==> src/rtl/noc_inject_pkg.sv <==
// Shared types and sizing helpers for the multi-channel NoC injection arbiter.
package noc_inject_pkg;

  localparam int STAT_WIDTH = 32;

  typedef enum logic {
    IDLE   = 1'b0,
    LOCKED = 1'b1
  } arb_state_e;

  function automatic int credit_w(input int credits);
    return $clog2(credits + 1);
  endfunction

  // Channel index width; a single channel still needs one bit to index with.
  function automatic int ptr_w(input int n);
    return (n > 1) ? $clog2(n) : 1;
  endfunction

endpackage

==> src/rtl/noc_inject_arbiter_if.sv <==
// Channel-side flit streams and router-side credit link of the injection arbiter.
interface noc_inject_arbiter_if #(
  parameter int NUM_CHANNELS = 4,
  parameter int FLIT_WIDTH   = 32,
  parameter int DEST_WIDTH   = 6
);
  // Channel c transfers a flit on any rising edge where ch_valid[c] & ch_ready[c];
  // the router takes one flit per cycle that send_out is high and returns one
  // credit_in pulse per freed buffer slot.
  logic [NUM_CHANNELS-1:0]                 ch_valid;
  logic [NUM_CHANNELS-1:0]                 ch_ready;
  logic [NUM_CHANNELS-1:0][FLIT_WIDTH-1:0] ch_data;
  logic [NUM_CHANNELS-1:0][DEST_WIDTH-1:0] ch_dest;
  logic [NUM_CHANNELS-1:0]                 ch_is_tail;
  logic [FLIT_WIDTH-1:0]                   data_out;
  logic [DEST_WIDTH-1:0]                   dest_out;
  logic                                    is_tail_out;
  logic                                    send_out;
  logic                                    credit_in;

  modport slave (
    input  ch_valid, ch_data, ch_dest, ch_is_tail, credit_in,
    output ch_ready, data_out, dest_out, is_tail_out, send_out
  );

  modport master (
    output ch_valid, ch_data, ch_dest, ch_is_tail, credit_in,
    input  ch_ready, data_out, dest_out, is_tail_out, send_out
  );
endinterface

==> src/rtl/noc_flit_fifo.sv <==
// Single-clock flit FIFO with combinational head read and synchronous active-high reset.
module noc_flit_fifo #(
  parameter int WIDTH = 39,
  parameter int DEPTH = 4
) (
  input  logic             clk,
  input  logic             rst,
  input  logic             wr_en,
  input  logic [WIDTH-1:0] wr_data,
  input  logic             rd_en,
  output logic [WIDTH-1:0] rd_data,
  output logic             full,
  output logic             empty
);
  localparam int AW = $clog2(DEPTH);

  logic [WIDTH-1:0] mem [DEPTH];
  logic [AW-1:0]    wr_ptr, rd_ptr;
  logic [AW:0]      count;
  logic             wr_ok, rd_ok;

  assign wr_ok   = wr_en & ~full;
  assign rd_ok   = rd_en & ~empty;
  assign full    = (count == (AW+1)'(DEPTH));
  assign empty   = (count == '0);
  assign rd_data = mem[rd_ptr];

  always_ff @(posedge clk) begin
    if (wr_ok) mem[wr_ptr] <= wr_data;
  end

  always_ff @(posedge clk) begin
    if (rst) begin
      wr_ptr <= '0;
      rd_ptr <= '0;
      count  <= '0;
    end else begin
      if (wr_ok) wr_ptr <= wr_ptr + 1'b1;
      if (rd_ok) rd_ptr <= rd_ptr + 1'b1;
      case ({wr_ok, rd_ok})
        2'b10:   count <= count + 1'b1;
        2'b01:   count <= count - 1'b1;
        default: count <= count;
      endcase
    end
  end
endmodule

==> src/rtl/noc_inject_arbiter.sv <==
// Packet-atomic round-robin merge of NUM_CHANNELS flit streams onto one credit-based port.
// Optional NOC_INJECT_STATS_EN adds per-channel flit counters and a credit-stall counter.
module noc_inject_arbiter
  import noc_inject_pkg::*;
#(
  parameter int NUM_CHANNELS = 4,
  parameter int FLIT_WIDTH   = 32,
  parameter int DEST_WIDTH   = 6,
  parameter int FIFO_DEPTH   = 4,
  parameter int CREDITS      = 2
) (
  input  logic                                  clk_noc,
  input  logic                                  rst_noc_sync,
  noc_inject_arbiter_if.slave                   bus,
  output logic                                  credit_err,
  output arb_state_e                            dbg_state,
  output logic [ptr_w(NUM_CHANNELS)-1:0]        dbg_lock_ch,
  output logic [ptr_w(NUM_CHANNELS)-1:0]        dbg_rr_ptr,
  output logic [credit_w(CREDITS)-1:0]          dbg_credit_cnt
`ifdef NOC_INJECT_STATS_EN
  ,
  output logic [NUM_CHANNELS-1:0][STAT_WIDTH-1:0] stat_flits,
  output logic [STAT_WIDTH-1:0]                 stat_stall
`endif
);
  localparam int PW = ptr_w(NUM_CHANNELS);
  localparam int CW = credit_w(CREDITS);
  localparam int EW = DEST_WIDTH + 1 + FLIT_WIDTH;
  localparam logic [CW-1:0] CRED_MAX = CW'(CREDITS);

  logic [NUM_CHANNELS-1:0] fifo_full, fifo_empty, fifo_pop, ready_vec;
  logic [EW-1:0]           fifo_head [NUM_CHANNELS];

  for (genvar g = 0; g < NUM_CHANNELS; g++) begin : g_ch
    assign ready_vec[g] = ~fifo_full[g] & ~rst_noc_sync;
    noc_flit_fifo #(.WIDTH(EW), .DEPTH(FIFO_DEPTH)) u_fifo (
      .clk     (clk_noc),
      .rst     (rst_noc_sync),
      .wr_en   (bus.ch_valid[g] & ready_vec[g]),
      .wr_data ({bus.ch_dest[g], bus.ch_is_tail[g], bus.ch_data[g]}),
      .rd_en   (fifo_pop[g]),
      .rd_data (fifo_head[g]),
      .full    (fifo_full[g]),
      .empty   (fifo_empty[g])
    );
  end
  assign bus.ch_ready = ready_vec;

  function automatic logic [PW-1:0] next_ch(input logic [PW-1:0] c);
    return (c == PW'(NUM_CHANNELS - 1)) ? '0 : c + 1'b1;
  endfunction

  arb_state_e     state_q, state_d;
  logic [PW-1:0]  lock_q, lock_d, rr_q, rr_d, gnt_ch;
  logic [CW-1:0]  cnt_q;
  logic           grant, gnt_tail, credit_ok;
  int             scan_idx;
  logic [EW-1:0]  head_sel;

  assign credit_ok = (cnt_q != '0);
  assign head_sel  = fifo_head[gnt_ch];

  always_comb begin
    state_d  = state_q;
    lock_d   = lock_q;
    rr_d     = rr_q;
    grant    = 1'b0;
    gnt_tail = 1'b0;
    gnt_ch   = lock_q;
    fifo_pop = '0;
    scan_idx = 0;
    if (state_q == IDLE) begin
      // First non-empty channel at or after rr_q, wrapping around.
      for (int i = 0; i < NUM_CHANNELS; i++) begin
        scan_idx = int'(rr_q) + i;
        if (scan_idx >= NUM_CHANNELS) scan_idx = scan_idx - NUM_CHANNELS;
        if (!grant && !fifo_empty[scan_idx] && credit_ok) begin
          grant    = 1'b1;
          gnt_ch   = PW'(scan_idx);
          gnt_tail = fifo_head[scan_idx][FLIT_WIDTH];
        end
      end
      if (grant) begin
        if (gnt_tail) begin
          rr_d = next_ch(gnt_ch);
        end else begin
          state_d = LOCKED;
          lock_d  = gnt_ch;
        end
      end
    end else begin
      if (!fifo_empty[lock_q] && credit_ok) begin
        grant    = 1'b1;
        gnt_tail = fifo_head[lock_q][FLIT_WIDTH];
        if (gnt_tail) begin
          state_d = IDLE;
          rr_d    = next_ch(lock_q);
        end
      end
    end
    if (grant) fifo_pop[gnt_ch] = 1'b1;
  end

  logic [FLIT_WIDTH-1:0] data_q;
  logic [DEST_WIDTH-1:0] dest_q;
  logic                  tail_q, send_q;

  always_ff @(posedge clk_noc) begin
    if (rst_noc_sync) begin
      state_q    <= IDLE;
      lock_q     <= '0;
      rr_q       <= '0;
      send_q     <= 1'b0;
      data_q     <= '0;
      dest_q     <= '0;
      tail_q     <= 1'b0;
      cnt_q      <= CRED_MAX;
      credit_err <= 1'b0;
    end else begin
      state_q <= state_d;
      lock_q  <= lock_d;
      rr_q    <= rr_d;
      send_q  <= grant;
      if (grant) begin
        data_q <= head_sel[FLIT_WIDTH-1:0];
        tail_q <= head_sel[FLIT_WIDTH];
        dest_q <= head_sel[EW-1 -: DEST_WIDTH];
      end
      // The credit is consumed at the grant edge, i.e. as send_out rises.
      case ({grant, bus.credit_in})
        2'b10: cnt_q <= cnt_q - 1'b1;
        2'b01: begin
          if (cnt_q == CRED_MAX) credit_err <= 1'b1;
          else                   cnt_q <= cnt_q + 1'b1;
        end
        default: cnt_q <= cnt_q;
      endcase
    end
  end

  assign bus.send_out    = send_q;
  assign bus.data_out    = data_q;
  assign bus.dest_out    = dest_q;
  assign bus.is_tail_out = tail_q;
  assign dbg_state       = state_q;
  assign dbg_lock_ch     = lock_q;
  assign dbg_rr_ptr      = rr_q;
  assign dbg_credit_cnt  = cnt_q;

`ifdef NOC_INJECT_STATS_EN
  always_ff @(posedge clk_noc) begin
    if (rst_noc_sync) begin
      stat_flits <= '0;
      stat_stall <= '0;
    end else begin
      if (grant) stat_flits[gnt_ch] <= stat_flits[gnt_ch] + 1'b1;
      if ((~fifo_empty != '0) && !credit_ok) stat_stall <= stat_stall + 1'b1;
    end
  end
`endif
endmodule

==> src/flat_wrapper.sv <==
// flat-port wrapper written by rule: the top's interface ports become plain ports
module noc_inject_arbiter_flat import noc_inject_pkg::*;
#(
  parameter int NUM_CHANNELS = 4,
  parameter int FLIT_WIDTH   = 32,
  parameter int DEST_WIDTH   = 6,
  parameter int FIFO_DEPTH   = 4,
  parameter int CREDITS      = 2
)
  (clk_noc, rst_noc_sync, credit_err, dbg_state, dbg_lock_ch, dbg_rr_ptr, dbg_credit_cnt, bus_ch_valid, bus_ch_data, bus_ch_dest, bus_ch_is_tail, bus_credit_in, bus_ch_ready, bus_data_out, bus_dest_out, bus_is_tail_out, bus_send_out);
  noc_inject_arbiter_if #(.NUM_CHANNELS(NUM_CHANNELS), .FLIT_WIDTH(FLIT_WIDTH), .DEST_WIDTH(DEST_WIDTH)) bus_i ();
  input  logic clk_noc;
  input  logic rst_noc_sync;
  output logic credit_err;
  output arb_state_e dbg_state;
  output logic [ptr_w(NUM_CHANNELS)-1:0] dbg_lock_ch;
  output logic [ptr_w(NUM_CHANNELS)-1:0] dbg_rr_ptr;
  output logic [credit_w(CREDITS)-1:0] dbg_credit_cnt;
  input wire logic [$bits(bus_i.ch_valid)-1:0] bus_ch_valid;
  input wire logic [$bits(bus_i.ch_data)-1:0] bus_ch_data;
  input wire logic [$bits(bus_i.ch_dest)-1:0] bus_ch_dest;
  input wire logic [$bits(bus_i.ch_is_tail)-1:0] bus_ch_is_tail;
  input wire logic [$bits(bus_i.credit_in)-1:0] bus_credit_in;
  output wire logic [$bits(bus_i.ch_ready)-1:0] bus_ch_ready;
  output wire logic [$bits(bus_i.data_out)-1:0] bus_data_out;
  output wire logic [$bits(bus_i.dest_out)-1:0] bus_dest_out;
  output wire logic [$bits(bus_i.is_tail_out)-1:0] bus_is_tail_out;
  output wire logic [$bits(bus_i.send_out)-1:0] bus_send_out;
  assign bus_i.ch_valid = bus_ch_valid;
  assign bus_i.ch_data = bus_ch_data;
  assign bus_i.ch_dest = bus_ch_dest;
  assign bus_i.ch_is_tail = bus_ch_is_tail;
  assign bus_i.credit_in = bus_credit_in;
  assign bus_ch_ready = bus_i.ch_ready;
  assign bus_data_out = bus_i.data_out;
  assign bus_dest_out = bus_i.dest_out;
  assign bus_is_tail_out = bus_i.is_tail_out;
  assign bus_send_out = bus_i.send_out;
  noc_inject_arbiter #(.NUM_CHANNELS(NUM_CHANNELS), .FLIT_WIDTH(FLIT_WIDTH), .DEST_WIDTH(DEST_WIDTH), .FIFO_DEPTH(FIFO_DEPTH), .CREDITS(CREDITS)) u_core (.clk_noc(clk_noc), .rst_noc_sync(rst_noc_sync), .bus(bus_i), .credit_err(credit_err), .dbg_state(dbg_state), .dbg_lock_ch(dbg_lock_ch), .dbg_rr_ptr(dbg_rr_ptr), .dbg_credit_cnt(dbg_credit_cnt));
endmodule
==> config.mk <==
export PLATFORM = sky130hd
export DESIGN_NAME = noc_inject_arbiter_flat
export DESIGN_NICKNAME = d
export VERILOG_FILES = /design/src/rtl/noc_inject_pkg.sv /design/src/rtl/noc_inject_arbiter_if.sv /design/src/rtl/noc_flit_fifo.sv /design/src/rtl/noc_inject_arbiter.sv /design/src/flat_wrapper.sv
export SDC_FILE = /design/constraint.sdc
export NUM_CORES = 1
export LEC_CHECK = 0
export ABC_CLOCK_PERIOD_IN_PS = 5200
export BUFFER_PORTS_ARGS = -buffer_cell sky130_fd_sc_hd__buf_2
export CORE_MARGIN = 2
export CORE_UTILIZATION = 40
export CTS_CLUSTER_DIAMETER = 80
export CTS_CLUSTER_SIZE = 25
export DETAILED_ROUTE_END_ITERATION = 7
export PLACE_DENSITY = 0.55
export SLEW_MARGIN = 20
export SYNTH_ARGS = -nofsm -noshare
export SYNTH_HDL_FRONTEND = slang
export SYNTH_SLANG_ARGS = --single-unit
==> constraint.sdc <==
create_clock -name clk_noc -period 5.2 [get_ports clk_noc]
set_input_delay 0.52 -clock clk_noc [delete_from_list [all_inputs] [get_ports clk_noc]]
set_output_delay 0.52 -clock clk_noc [all_outputs]
set_load 0.03 [all_outputs]
==> results.json <==
{
  "status": "finished clean",
  "drtIter0Drc": 1017,
  "finalPower_mw": 16.9,
  "h_tree_depth": 2,
  "number_of_antenna_violations_at_the_first_check_in_global_routing": 19,
  "whs_endpoint": "u_core.g_ch[3].u_fifo.mem[3][21]$_DFFE_PP_",
  "worst-setup-path-type": "register to register",
  "maxSlewViolCount": 0,
  "design.portCount": 215,
  "synth.largest_area_cell": "sky130_fd_sc_hd__edfxtp_1",
  "clock_tree_from_tritoncts": "yes",
  "fp.coreArea_um2": 70000,
  "cts.path.max_buffers": 3,
  "avgRoutedWirePerCell_um": 26.2,
  "power.ir.vdd_worst_uv": 728,
  "crit_path_max_fanout": 23,
  "start_kind": "register",
  "synth_top_flop_cell": "sky130_fd_sc_hd__edfxtp_1",
  "ys_warns": 0,
  "synthDistinctLibCells": 65,
  "clock-skew-final_ns": 0.0301,
  "reg2reg_setup_slack_ns": 0.75,
  "crit_path_cell_trace": "nor4_1, or3_1, nand4_1, o2111ai_4, nand3_1, nor2_1, ha_1, inv_1, fa_1, xor2_1, or3_1, a21oi_1",
  "commonest_cells_in_the_synthesized_netlist": "624 x sky130_fd_sc_hd__edfxtp_1, 158 x sky130_fd_sc_hd__mux4_2, 84 x sky130_fd_sc_hd__dfxtp_1",
  "post_cts_hold_buffer_count": 0,
  "synth.cell_area_um2": 28300,
  "holdPathStages": 1,
  "nFillCells": 6083,
  "dr_total_vias": 14700,
  "critPathCaptureType": "register",
  "rsz_0062_raised_after_global_routing": "false",
  "per_cell_via_count_in_the_routed_design": 5.47,
  "groute.usage.overall": 0.193,
  "clk_pin_slew_worst_paths_ns": 0.10,
  "totalNegativeSetupSlack_ns": 0,
  "cellPowerDensity_nw_per_um2": 533,
  "final_layout_size_suffix_gt1_frac": 0.290,
  "largest_net_degree_at_the_start_of_global_routing": 71,
  "dieHeight_um": 270,
  "cp.arrival_ns": 4.96,
  "seq_area_frac_synth": 0.722,
  "cp_num_buf_inv": 1,
  "critical_path_depth": 12,
  "postRouteAntennaNets": 0,
  "globalRouteOverflowTotal": 0,
  "crit_family": "simple AND/OR/NAND/NOR gates",
  "critPathRequiredTime_ns": 5.71,
  "syn_area_per_cell_um2": 18.8,
  "cts-root-buf": "sky130_fd_sc_hd__clkbuf_16",
  "synth.net_count": 1691,
  "clock_insertion_delay_worst_skew_ns": 0.60,
  "finalNonFillerCells": 2682,
  "finalCriticalPeriod_ns": 4.45,
  "drc_errors": 0,
  "crit_path_max_incr_delay_ns": 0.82,
  "cts_inserted_buffers": 38,
  "yosysMostFrequentCell": "sky130_fd_sc_hd__edfxtp_1",
  "synth.ff_latch_count": 708,
  "crit-reg2reg-launch": "u_core.g_ch[3].u_fifo.count[2]$_SDFFE_PP0P_",
  "critical-path-top-cell-by-count": "sky130_fd_sc_hd__or3_1",
  "synth_enable_flop_cells": 624,
  "setup_violations": 0,
  "async_flop_share": 0,
  "wirelength_um": 70200,
  "max-slew-margin-rel": 0.349,
  "syn_inst": 1503,
  "place_congestion": 0.878,
  "first_pass_iters": 5,
  "cts-resized-gates": 0,
  "place_hpwl_um": 47800,
  "synthTopCellsByArea": "sky130_fd_sc_hd__edfxtp_1 66%, sky130_fd_sc_hd__mux4_2 13%, sky130_fd_sc_hd__dfxtp_1 5.9%",
  "die_w_um": 270,
  "post-route-period-util": 0.857,
  "max_cap_viol_count": 0,
  "layout.area.seq_um2": 20400,
  "cts.sink_count": 708,
  "min_from": "bus_ch_data[117]",
  "reg2reg_to": "u_core.g_ch[2].u_fifo.count[2]$_SDFFE_PP0P_",
  "total_placed_instance_area_um2": 30500,
  "die-area_um2": 72800,
  "hold_path_class": "primary input to register",
  "post-synth-top-area-fraction": 0.663,
  "multiInputGateArea_um2": 7430,
  "worst_path_slowest_cell": "sky130_fd_sc_hd__nor4_1",
  "worst_slew_pin_slew_ns": 0.977,
  "placed_cells_incl_taps": 2608,
  "cts_post_setup_buffers_inserted": 0,
  "port_buffers": 214,
  "floorplan.rows": 97,
  "nets": 1897,
  "max_freq_ghz": 0.224,
  "design_area_final_um2": 31800,
  "area_growth_syn_to_layout_pct": 12.4,
  "leakagePower_nw": 10.4,
  "r2r_cells": 12,
  "first_global_vias": 15000,
  "starting_density": 0.404,
  "number_of_hold_violations_in_the_final_report": 0,
  "wire_length_of_the_first_global_routing_pass_um": 103000
}
area by class of cell:
cell class | count | share of cell area
flip-flops and latches | 708 | 0.643
clock inverters | 15 | 0.00610
inverters | 34 | 0.00402
repair buffers | 247 | 0.0415
diodes | 5 | 0.000394
clock buffers | 53 | 0.0340
multi-input cells | 680 | 0.234
well taps | 940 | 0.0370
layer usage:
| metal | part of all wire | global-route usage | wire length (µm) | vias up |
|---|---|---|---|---|
| li1 | - | - | - | 6515 |
| met1 | 0.41 | 0.245 | 28500 | 7653 |
| met2 | 0.50 | 0.330 | 35400 | 382 |
| met3 | 0.055 | 0.0392 | 3830 | 102 |
| met4 | 0.033 | 0.0671 | 2350 | 24 |
| met5 | 0.0022 | 0 | 157 | - |
worst max-delay path by stage:
stage / from / endpoint / slack [ns]
floorplan: u_core.dbg_rr_ptr[0]$_SDFFE_PP0P_ / u_core.g_ch[1].u_fifo.count[2]$_SDFFE_PP0P_ / 1.44
global placement: u_core.g_ch[3].u_fifo.count[2]$_SDFFE_PP0P_ / u_core.g_ch[2].u_fifo.count[2]$_SDFFE_PP0P_ / 0.91
detailed placement: u_core.g_ch[3].u_fifo.count[2]$_SDFFE_PP0P_ / u_core.g_ch[2].u_fifo.count[2]$_SDFFE_PP0P_ / 0.84
CTS: u_core.g_ch[3].u_fifo.count[2]$_SDFFE_PP0P_ / u_core.g_ch[2].u_fifo.count[2]$_SDFFE_PP0P_ / 0.85
global route: u_core.g_ch[3].u_fifo.count[2]$_SDFFE_PP0P_ / u_core.g_ch[2].u_fifo.count[2]$_SDFFE_PP0P_ / 0.40
finish: u_core.g_ch[3].u_fifo.count[2]$_SDFFE_PP0P_ / u_core.g_ch[2].u_fifo.count[2]$_SDFFE_PP0P_ / 0.75
placed cells by master, fill, tap and decap left out, types with 3 or more instances in the layout:
cell type / count
sky130_fd_sc_hd__ha_1: 21
sky130_fd_sc_hd__and2_1: 28
sky130_fd_sc_hd__o31ai_1: 6
sky130_fd_sc_hd__a21oi_1: 23
sky130_fd_sc_hd__o22ai_1: 3
sky130_fd_sc_hd__nand3b_1: 15
sky130_fd_sc_hd__o41ai_1: 23
sky130_fd_sc_hd__o21ai_0: 31
sky130_fd_sc_hd__dfxtp_2: 9
sky130_fd_sc_hd__and3_2: 16
sky130_fd_sc_hd__nand3_1: 9
sky130_fd_sc_hd__nor2_1: 35
sky130_fd_sc_hd__inv_12: 3
sky130_fd_sc_hd__clkbuf_1: 11
sky130_fd_sc_hd__inv_1: 34
sky130_fd_sc_hd__xnor2_1: 5
sky130_fd_sc_hd__a31oi_1: 6
sky130_fd_sc_hd__fa_1: 4
sky130_fd_sc_hd__mux2i_1: 72
sky130_fd_sc_hd__nor3_1: 12
sky130_fd_sc_hd__dfxtp_1: 75
sky130_fd_sc_hd__buf_4: 33
sky130_fd_sc_hd__clkbuf_16: 41
sky130_fd_sc_hd__o221ai_1: 15
sky130_fd_sc_hd__nand4_1: 4
sky130_fd_sc_hd__buf_2: 214
sky130_fd_sc_hd__nor3b_1: 24
sky130_fd_sc_hd__diode_2: 5
sky130_fd_sc_hd__edfxtp_1: 624
sky130_fd_sc_hd__nand2_1: 51
sky130_fd_sc_hd__or3_1: 9
sky130_fd_sc_hd__xor2_1: 9
sky130_fd_sc_hd__mux4_2: 158
sky130_fd_sc_hd__a211oi_1: 31
sky130_fd_sc_hd__nand2b_1: 27
cells by family after synthesis:
group | after synthesis | share of synthesized area
compound gates | 167 | 0.0443
xor+xnor | 14 | 0.00434
buf+inv | 115 | 0.0168
flops | 708 | 0.722
fa+ha+maj | 25 | 0.0121
simple gates | 243 | 0.0484
mux | 231 | 0.152
report_power, final:
| part | internal (mW) | leakage (nW) | switching, mW | total, mW |
|---|---|---|---|---|
| Combinational | 2.43 | 3.44 | 4.04 | 6.48 |
| Clock | 1.62 | 0.619 | 1.87 | 3.49 |
| Sequential | 6.66 | 6.36 | 0.323 | 6.98 |
sequential cells by signal, summed over array words and instances, names as in the netlist, named ones only:
signal                     cells
u_core.dbg_credit_cnt          2
u_core.bus.is_tail_out         1
u_core.g_ch.u_fifo.wr_ptr      8
u_core.bus.send_out            1
u_core.bus.data_out           32
u_core.bus.dest_out            6
u_core.g_ch.u_fifo.mem       624
u_core.credit_err              1
u_core.g_ch.u_fifo.rd_ptr      8
u_core.dbg_state               1
u_core.dbg_rr_ptr              2
u_core.g_ch.u_fifo.count      12
u_core.dbg_lock_ch             2
metrics by stage:
stage / util / setup WS, ns / hold WS [ns]
after floorplan: - / 1.44 / 0.453
after global placement: 0.435 / 0.906 / 0.456
after detailed placement: 0.435 / 0.839 / 0.467
after CTS: 0.453 / 0.851 / 0.0908
after global routing: 0.454 / 0.398 / 0.114
final: 0.454 / 0.745 / 0.136
No activity file was read; power rests on OpenSTA's default activity.
